`src/rtl/cmp_pkg.sv`:
```
// Shared definitions for the serial magnitude comparator.
//   state_t   : controller states (IDLE, RUN)
//   SLICE_W   : bits consumed per clock by the cascade slice
//   slice_cmp : 2-bit cascade compare, returns {e_o, g_o}
package cmp_pkg;

  typedef enum logic {IDLE, RUN} state_t;

  localparam int SLICE_W = 2;

  // A differing slice overrides whatever the less-significant bits decided.
  // An equal slice passes the incoming cascade through unchanged.
  function automatic logic [1:0] slice_cmp(
    input logic [SLICE_W-1:0] x,
    input logic [SLICE_W-1:0] y,
    input logic               e_i,
    input logic               g_i
  );
    if (x == y) begin
      return {e_i, g_i};
    end
    return {1'b0, (x > y)};
  endfunction

endpackage

```
`src/rtl/cmp_slice2.sv`:
```
// Combinational 2-bit cascade magnitude slice.
//   x, y : slice bits of operands A and B
//   e_i  : equal-in from the less-significant side
//   g_i  : greater-in from the less-significant side
//   e_o  : equal-out  (x==y) ? e_i : 0
//   g_o  : greater-out (x==y) ? g_i : (x>y)
// Usable standalone in a spatial chain or time-multiplexed.
module cmp_slice2
  import cmp_pkg::*;
(
  input  logic [SLICE_W-1:0] x,
  input  logic [SLICE_W-1:0] y,
  input  logic               e_i,
  input  logic               g_i,
  output logic               e_o,
  output logic               g_o
);

  assign {e_o, g_o} = slice_cmp(x, y, e_i, g_i);

endmodule

```
`src/rtl/serial_mag_comparator.sv`:
```
// Sequential WIDTH-bit unsigned magnitude comparator.
// One 2-bit cascade slice walks the operands LSB slice first; its outputs
// are fed back as the cascade inputs for the next, more significant slice.
//   clk, rst_n : clock, asynchronous active-low reset
//   start      : request a compare (only sampled in IDLE)
//   a, b       : operands, captured on an accepted start
//   e_in, g_in : cascade inputs from a less-significant stage, captured on start
//   busy       : comparison in progress
//   done       : one-cycle pulse when eq/gt/lt update
//   eq, gt, lt : registered results, held until the next completion
module serial_mag_comparator
  import cmp_pkg::*;
#(
  parameter int WIDTH = 8
) (
  input  logic             clk,
  input  logic             rst_n,
  input  logic             start,
  input  logic [WIDTH-1:0] a,
  input  logic [WIDTH-1:0] b,
  input  logic             e_in,
  input  logic             g_in,
  output logic             busy,
  output logic             done,
  output logic             eq,
  output logic             gt,
  output logic             lt
);

  localparam int NSLICE = WIDTH / SLICE_W;
  localparam int CNT_W  = (NSLICE > 1) ? $clog2(NSLICE) : 1;
  localparam logic [CNT_W-1:0] LAST_CNT = CNT_W'(NSLICE - 1);

  if ((WIDTH % SLICE_W) != 0 || WIDTH < SLICE_W) begin : g_bad_width
    $error("serial_mag_comparator: WIDTH must be even and >= 2");
  end

  state_t           state_reg, state_next;
  logic [WIDTH-1:0] sa_reg, sa_next;
  logic [WIDTH-1:0] sb_reg, sb_next;
  logic [CNT_W-1:0] cnt_reg, cnt_next;
  logic             acc_eq_reg, acc_eq_next;
  logic             acc_gt_reg, acc_gt_next;
  logic             busy_reg, busy_next;
  logic             done_reg, done_next;
  logic             eq_reg, eq_next;
  logic             gt_reg, gt_next;
  logic             valid_reg, valid_next;

  logic             slice_e;
  logic             slice_g;

  // The single time-multiplexed slice always looks at the lowest two bits
  // of the shifting operand copies.
  cmp_slice2 u_slice (
    .x   (sa_reg[SLICE_W-1:0]),
    .y   (sb_reg[SLICE_W-1:0]),
    .e_i (acc_eq_reg),
    .g_i (acc_gt_reg),
    .e_o (slice_e),
    .g_o (slice_g)
  );

  always_ff @(posedge clk or negedge rst_n) begin
    if (!rst_n) begin
      state_reg  <= IDLE;
      sa_reg     <= '0;
      sb_reg     <= '0;
      cnt_reg    <= '0;
      acc_eq_reg <= 1'b0;
      acc_gt_reg <= 1'b0;
      busy_reg   <= 1'b0;
      done_reg   <= 1'b0;
      eq_reg     <= 1'b0;
      gt_reg     <= 1'b0;
      valid_reg  <= 1'b0;
    end else begin
      state_reg  <= state_next;
      sa_reg     <= sa_next;
      sb_reg     <= sb_next;
      cnt_reg    <= cnt_next;
      acc_eq_reg <= acc_eq_next;
      acc_gt_reg <= acc_gt_next;
      busy_reg   <= busy_next;
      done_reg   <= done_next;
      eq_reg     <= eq_next;
      gt_reg     <= gt_next;
      valid_reg  <= valid_next;
    end
  end

  always_comb begin
    state_next  = state_reg;
    sa_next     = sa_reg;
    sb_next     = sb_reg;
    cnt_next    = cnt_reg;
    acc_eq_next = acc_eq_reg;
    acc_gt_next = acc_gt_reg;
    busy_next   = busy_reg;
    done_next   = 1'b0;
    eq_next     = eq_reg;
    gt_next     = gt_reg;
    valid_next  = valid_reg;

    case (state_reg)
      IDLE: begin
        if (start) begin
          sa_next     = a;
          sb_next     = b;
          acc_eq_next = e_in;
          acc_gt_next = g_in;
          cnt_next    = '0;
          valid_next  = 1'b0;  // drops lt until the new result lands
          busy_next   = 1'b1;
          state_next  = RUN;
        end
      end
      RUN: begin
        acc_eq_next = slice_e;
        acc_gt_next = slice_g;
        sa_next     = sa_reg >> SLICE_W;
        sb_next     = sb_reg >> SLICE_W;
        cnt_next    = cnt_reg + 1'b1;
        if (cnt_reg == LAST_CNT) begin
          eq_next    = slice_e;
          gt_next    = slice_g;
          valid_next = 1'b1;
          done_next  = 1'b1;
          busy_next  = 1'b0;
          state_next = IDLE;
        end
      end
      default: state_next = IDLE;
    endcase
  end

  assign busy = busy_reg;
  assign done = done_reg;
  assign eq   = eq_reg;
  assign gt   = gt_reg;
  assign lt   = valid_reg & ~eq_reg & ~gt_reg;

endmodule

```
`config.mk`:
```
export PLATFORM = sky130hd
export DESIGN_NAME = serial_mag_comparator
export DESIGN_NICKNAME = d
export VERILOG_FILES = /design/src/rtl/cmp_pkg.sv /design/src/rtl/cmp_slice2.sv /design/src/rtl/serial_mag_comparator.sv
export SDC_FILE = /design/constraint.sdc
export NUM_CORES = 1
export LEC_CHECK = 0
export CAP_MARGIN = 40
export CORE_ASPECT_RATIO = 0.6
export CORE_MARGIN = 2
export CORE_UTILIZATION = 45
export CTS_CLUSTER_SIZE = 10
export DETAILED_ROUTE_END_ITERATION = 10
export MAX_ROUTING_LAYER = met4
export PLACE_DENSITY = 0.81
export SLEW_MARGIN = 20
export SYNTH_ARGS = -nofsm -noshare
export SYNTH_HDL_FRONTEND = slang
export SYNTH_SLANG_ARGS = --single-unit
```
`constraint.sdc`:
```
create_clock -name clk -period 3.9 [get_ports clk]
set_clock_uncertainty 0.2 [all_clocks]
set_input_delay 0.585 -clock clk [delete_from_list [all_inputs] [get_ports clk]]
set_output_delay 0.585 -clock clk [all_outputs]
set_load 0.02 [all_outputs]
```
After elaboration in Yosys (flattened, before gate mapping)
Cells that the tools add are included.
{"block": "totals", "ff_bits": 26, "inputBits": 21, "output_inout_bits": 5, "word_cells": 48}
{"block": "op_classes", "n_addsub": 1, "n_lt_le_gt_ge": 1, "eq_ne": 4, "muxes": 24, "n_bitwise": 5, "n_reduce_logical": 2}
{"op": "$pmux W8 S2", "count": 2}
{"op": "$mux W8", "count": 2}
{"op": "$mux W1", "count": 11}
{"op": "$pmux W1 S2", "count": 5}
{"op": "$mux W2", "count": 3}
{"op": "$pmux W2 S2", "count": 1}
{"op": "$reduce_and A2 Y1", "count": 2}
{"op": "$not A1 Y1", "count": 3}
{"op": "$add A2 B1 Y2 const B", "count": 1}
{"op": "$and A1 B1 Y1", "count": 2}
{"op": "$eq A2 B2 Y1", "count": 1}
{"op": "$eq A2 B2 Y1 const B", "count": 1}
{"op": "$gt A2 B2 Y1", "count": 1}
{"op": "$ne A2 B1 Y1 const B", "count": 1}
{"op": "$ne A2 B2 Y1 const B", "count": 1}

Logic depth before layout (Yosys ltp)
{"block": "depth", "depth_word": 4, "depth_mapped": 5, "mapped_depth_nobuf": 5}

Hierarchy
From an unflattened synthesis, not the netlist that was laid out.
{"block": "unflattened", "cells_unflattened": 109, "hier_area_um2": 1199.9}
{"module": "serial_mag_comparator", "instances": 1, "cells_each": 100, "area_each_um2": 1138.6}
{"module": "cmp_slice2", "instances": 1, "cells_each": 9, "area_each_um2": 61.3}

Least setup slack after synthesis
Ideal clock, no wire load.
{"block": "synth_path", "path_type": "reg2out", "from": "reg eq_reg, in the netlist eq", "to": "out lt", "t_arrival_ns": 0.971, "t_required_ns": 3.115, "setup_slack_ns": 2.144, "stages_incl_launch_ff": 2, "n_path_buf": 0, "path_cell_list": "dfrtp_1 nor3_1"}
{"block": "synth_between", "elab_chain_cells": 3}
{"item": "from (decl)", "line_no": "serial_mag_comparator.sv:46", "text": "logic eq_reg, eq_next;"}
{"item": "from (signal assigned)", "line_no": "serial_mag_comparator.sv:86", "text": "eq_reg <= eq_next;"}
{"item": "$not A1 Y1", "line_no": "serial_mag_comparator.sv:141", "text": "assign lt = valid_reg & ~eq_reg & ~gt_reg;"}
{"item": "$and A1 B1 Y1 (2 in a row)", "line_no": "serial_mag_comparator.sv:141"}
{"item": "to (decl)", "line_no": "serial_mag_comparator.sv:27", "text": "output logic lt"}
No other way between the ends.

Final worst setup path
{"block": "layout_path", "from": "reg valid_reg", "to": "out lt"}
{"block": "layout_between", "elab_chain_cells": 2}
{"item": "from (decl)", "line_no": "serial_mag_comparator.sv:48", "text": "logic valid_reg, valid_next;"}
{"item": "from (signal assigned)", "line_no": "serial_mag_comparator.sv:88", "text": "valid_reg <= valid_next;"}
{"item": "$and A1 B1 Y1 (2 in a row)", "line_no": "serial_mag_comparator.sv:141"}
No other way between the ends.

==> impl_metrics.ini <==
[route]
drt_iter0_drc = 23
drc_errors = 0
wl_per_cell_um = 12.8
firstDrtPassIters = 4
viasPerCell = 5.05
drt_wl_total_mm = 2.14
route.vias.total = 844
ant_nets = 0

[grt]
overflow = 0
grt_pass1_vias = 812
antenna_found_initial = 0
grt_max_degree = 29
grt_pass1_wl_mm = 3.69
gr-usage-all-layers_pct = 15.8

[floorplan]
die_h_um = 44.0
die-width_um = 70.7
rows = 14
die-area_um2 = 3120
io_pins = 26
core_area_um2 = 2520
initial_core_util_pct = 47.7

[clocking]
cts_root_buf = clkbuf_8
numCtsBuffers = 3
post_cts_buffers = 0
clock_latency_ns = 0.27
cts_resized = 0
clock-sinks = 26
clockBufferDepth = 2
htreeDepth = 1
tritoncts = yes
clkTransAtPathRegs_ns = 0.09
holdBufCountCts = 0

[timing]
rsz0062_at_grt = false
hold_viol = 0
hold_ws_ns = 0.103
slew_viol_final = 0
fin_crit_ns = 2.28
tns_ns = 0
setup_viol = 0
fmax_mhz = 439
min_period_over_period_pct = 58.4
worst_pin_slew_ns = 0.571
maxSlewHeadroom_pct = 61.9

[yosys]
ys_types = 24
ys_seq_area_share_pct = 54.1
yosys_warnings = 0
synth_nets = 135
synth_seq_cells = 26
synth_cells = 111
syn_avg_cell_area_um2 = 10.8
netlist_area_um2 = 1200

[worst_setup_path]
slowest_delay_ns = 0.63
end_kind = primary output
crit_type = reg2out
crit_required_ns = 3.12
critPathSlowestCell = clkdlybuf4s50_1
r2r_start = sa_reg[0]
cp-start-kind = flop
cp-startpoint = valid_reg
path_cells = inv_1, nor3_1, clkdlybuf4s50_1
crit_fanout = 2
crit_arrival_ns = 1.49

[placement]
gp_congestion = 0.711
hpwl_mm = 1.59
dp_cells = 163
io_buffer_count = 25

[pwr]
p_leak_nw = 0.714
p_total_w = 0.00101
ir_worst_vdd_mv = 0.300
p_per_area_nw_per_um2 = 668

[cells_and_area]
diodes = 0
finalNonFillerCells = 167
area_delta_synth_final_pct = 26.2
post-route-util_pct = 60.2
fin_nets = 160
final_common_cell = dfrtp_1
layout-drive-gt1-share_pct = 5.93
mostFrequentLayoutCells = dfrtp_1 (26), clkdlybuf4s50_1 (24), mux2i_1 (18), nand2_1 (15), o21ai_1 (11)

[flow_run]
maxCapViolCount = 0

[run_status]
outcome = finished, final reports clean

[hold_path]
min_path_type = in2async
worst max-delay path, delay by kind of cell, from the launching register on:
kind                   cells  cell delay [ns]
buffers and inverters      2             0.68
DFF                        1             0.36
and+or+nand+nor            1             0.19
cell families after synthesis:
group,Yosys count,share of synthesized area [%]
AND/OR/NAND/NOR,29,10.1
flip-flops,26,54.1
buffers and inverters,12,7.18
AO/OA/AOI/OAI,23,10.5
adder cells (fa/ha/maj),3,3.12
multiplexers,18,15.0
routing by layer:
metal	wire length [µm]	track usage, %	vias up
met5	0	-	-
met4	0	1.13	0
met3	134	5.92	0
met2	955	24.5	21
met1	1050	21.2	401
li1	-	-	422
through the flow:
stage          cell area, µm²  setup WS [ns]
5_1_grt                  1520           1.54
3_3_place_gp             1430           1.31
4_1_cts                  1520           1.63
6_report                 1520           1.62
2_1_floorplan            1200           2.14
3_5_place_dp             1460           1.61
final cells by class:
class                      instances  area [µm²]
sequential                        26         651
timing repair buffer              27         288
inverter                           5        18.8
fill                             222        1000
clock buffer                       4        55.1
multi-input combinational         73         465
tap                               32        40.0
worst paths after layout:
path / end / slack, ns / cells after the start
min in group clk: sb_reg[5] / 0.29 / 2
setup reg to reg: acc_gt_reg / 2.41 / 5
max in group asynchronous: busy / 3.02 / 1
hold / removal: sb_reg[1] / 0.10 / 1
setup / recovery: lt / 1.62 / 3
hold reg to reg: sb_reg[5] / 0.29 / 2
power breakdown:
part / switching [W] / leakage [nW] / internal [W]
Clock: 0.0000799 / 0.0288 / 0.0000901
Sequential: 0.0000741 / 0.334 / 0.000373
Combinational: 0.000199 / 0.352 / 0.000197
Total: 0.000353 / 0.714 / 0.000660
Yosys cell counts:
master | number | share of area [%]
ha_1 | 3 | 3.1
dfrtp_1 | 26 | 54
a211oi_1 | 1 | 0.62
mux2i_1 | 18 | 15
nand2_1 | 15 | 4.7
clkbuf_1 | 1 | 0.31
buf_8 | 1 | 1.2
inv_1 | 5 | 1.6
nor3_1 | 1 | 0.42
a21oi_1 | 2 | 0.83
a22o_1 | 1 | 0.73
o21ai_1 | 11 | 4.6
nand2b_1 | 2 | 1.0
nor2_1 | 8 | 2.5
nand3_1 | 1 | 0.42
o31ai_1 | 1 | 0.62
nand2_2 | 1 | 0.52
o21ai_0 | 5 | 2.1
o22ai_1 | 2 | 1.0
buf_6 | 1 | 0.94
nor2b_1 | 1 | 0.52
buf_12 | 1 | 1.7
buf_4 | 1 | 0.62
buf_2 | 2 | 0.83
No activity file was read; power rests on OpenSTA's default activity.
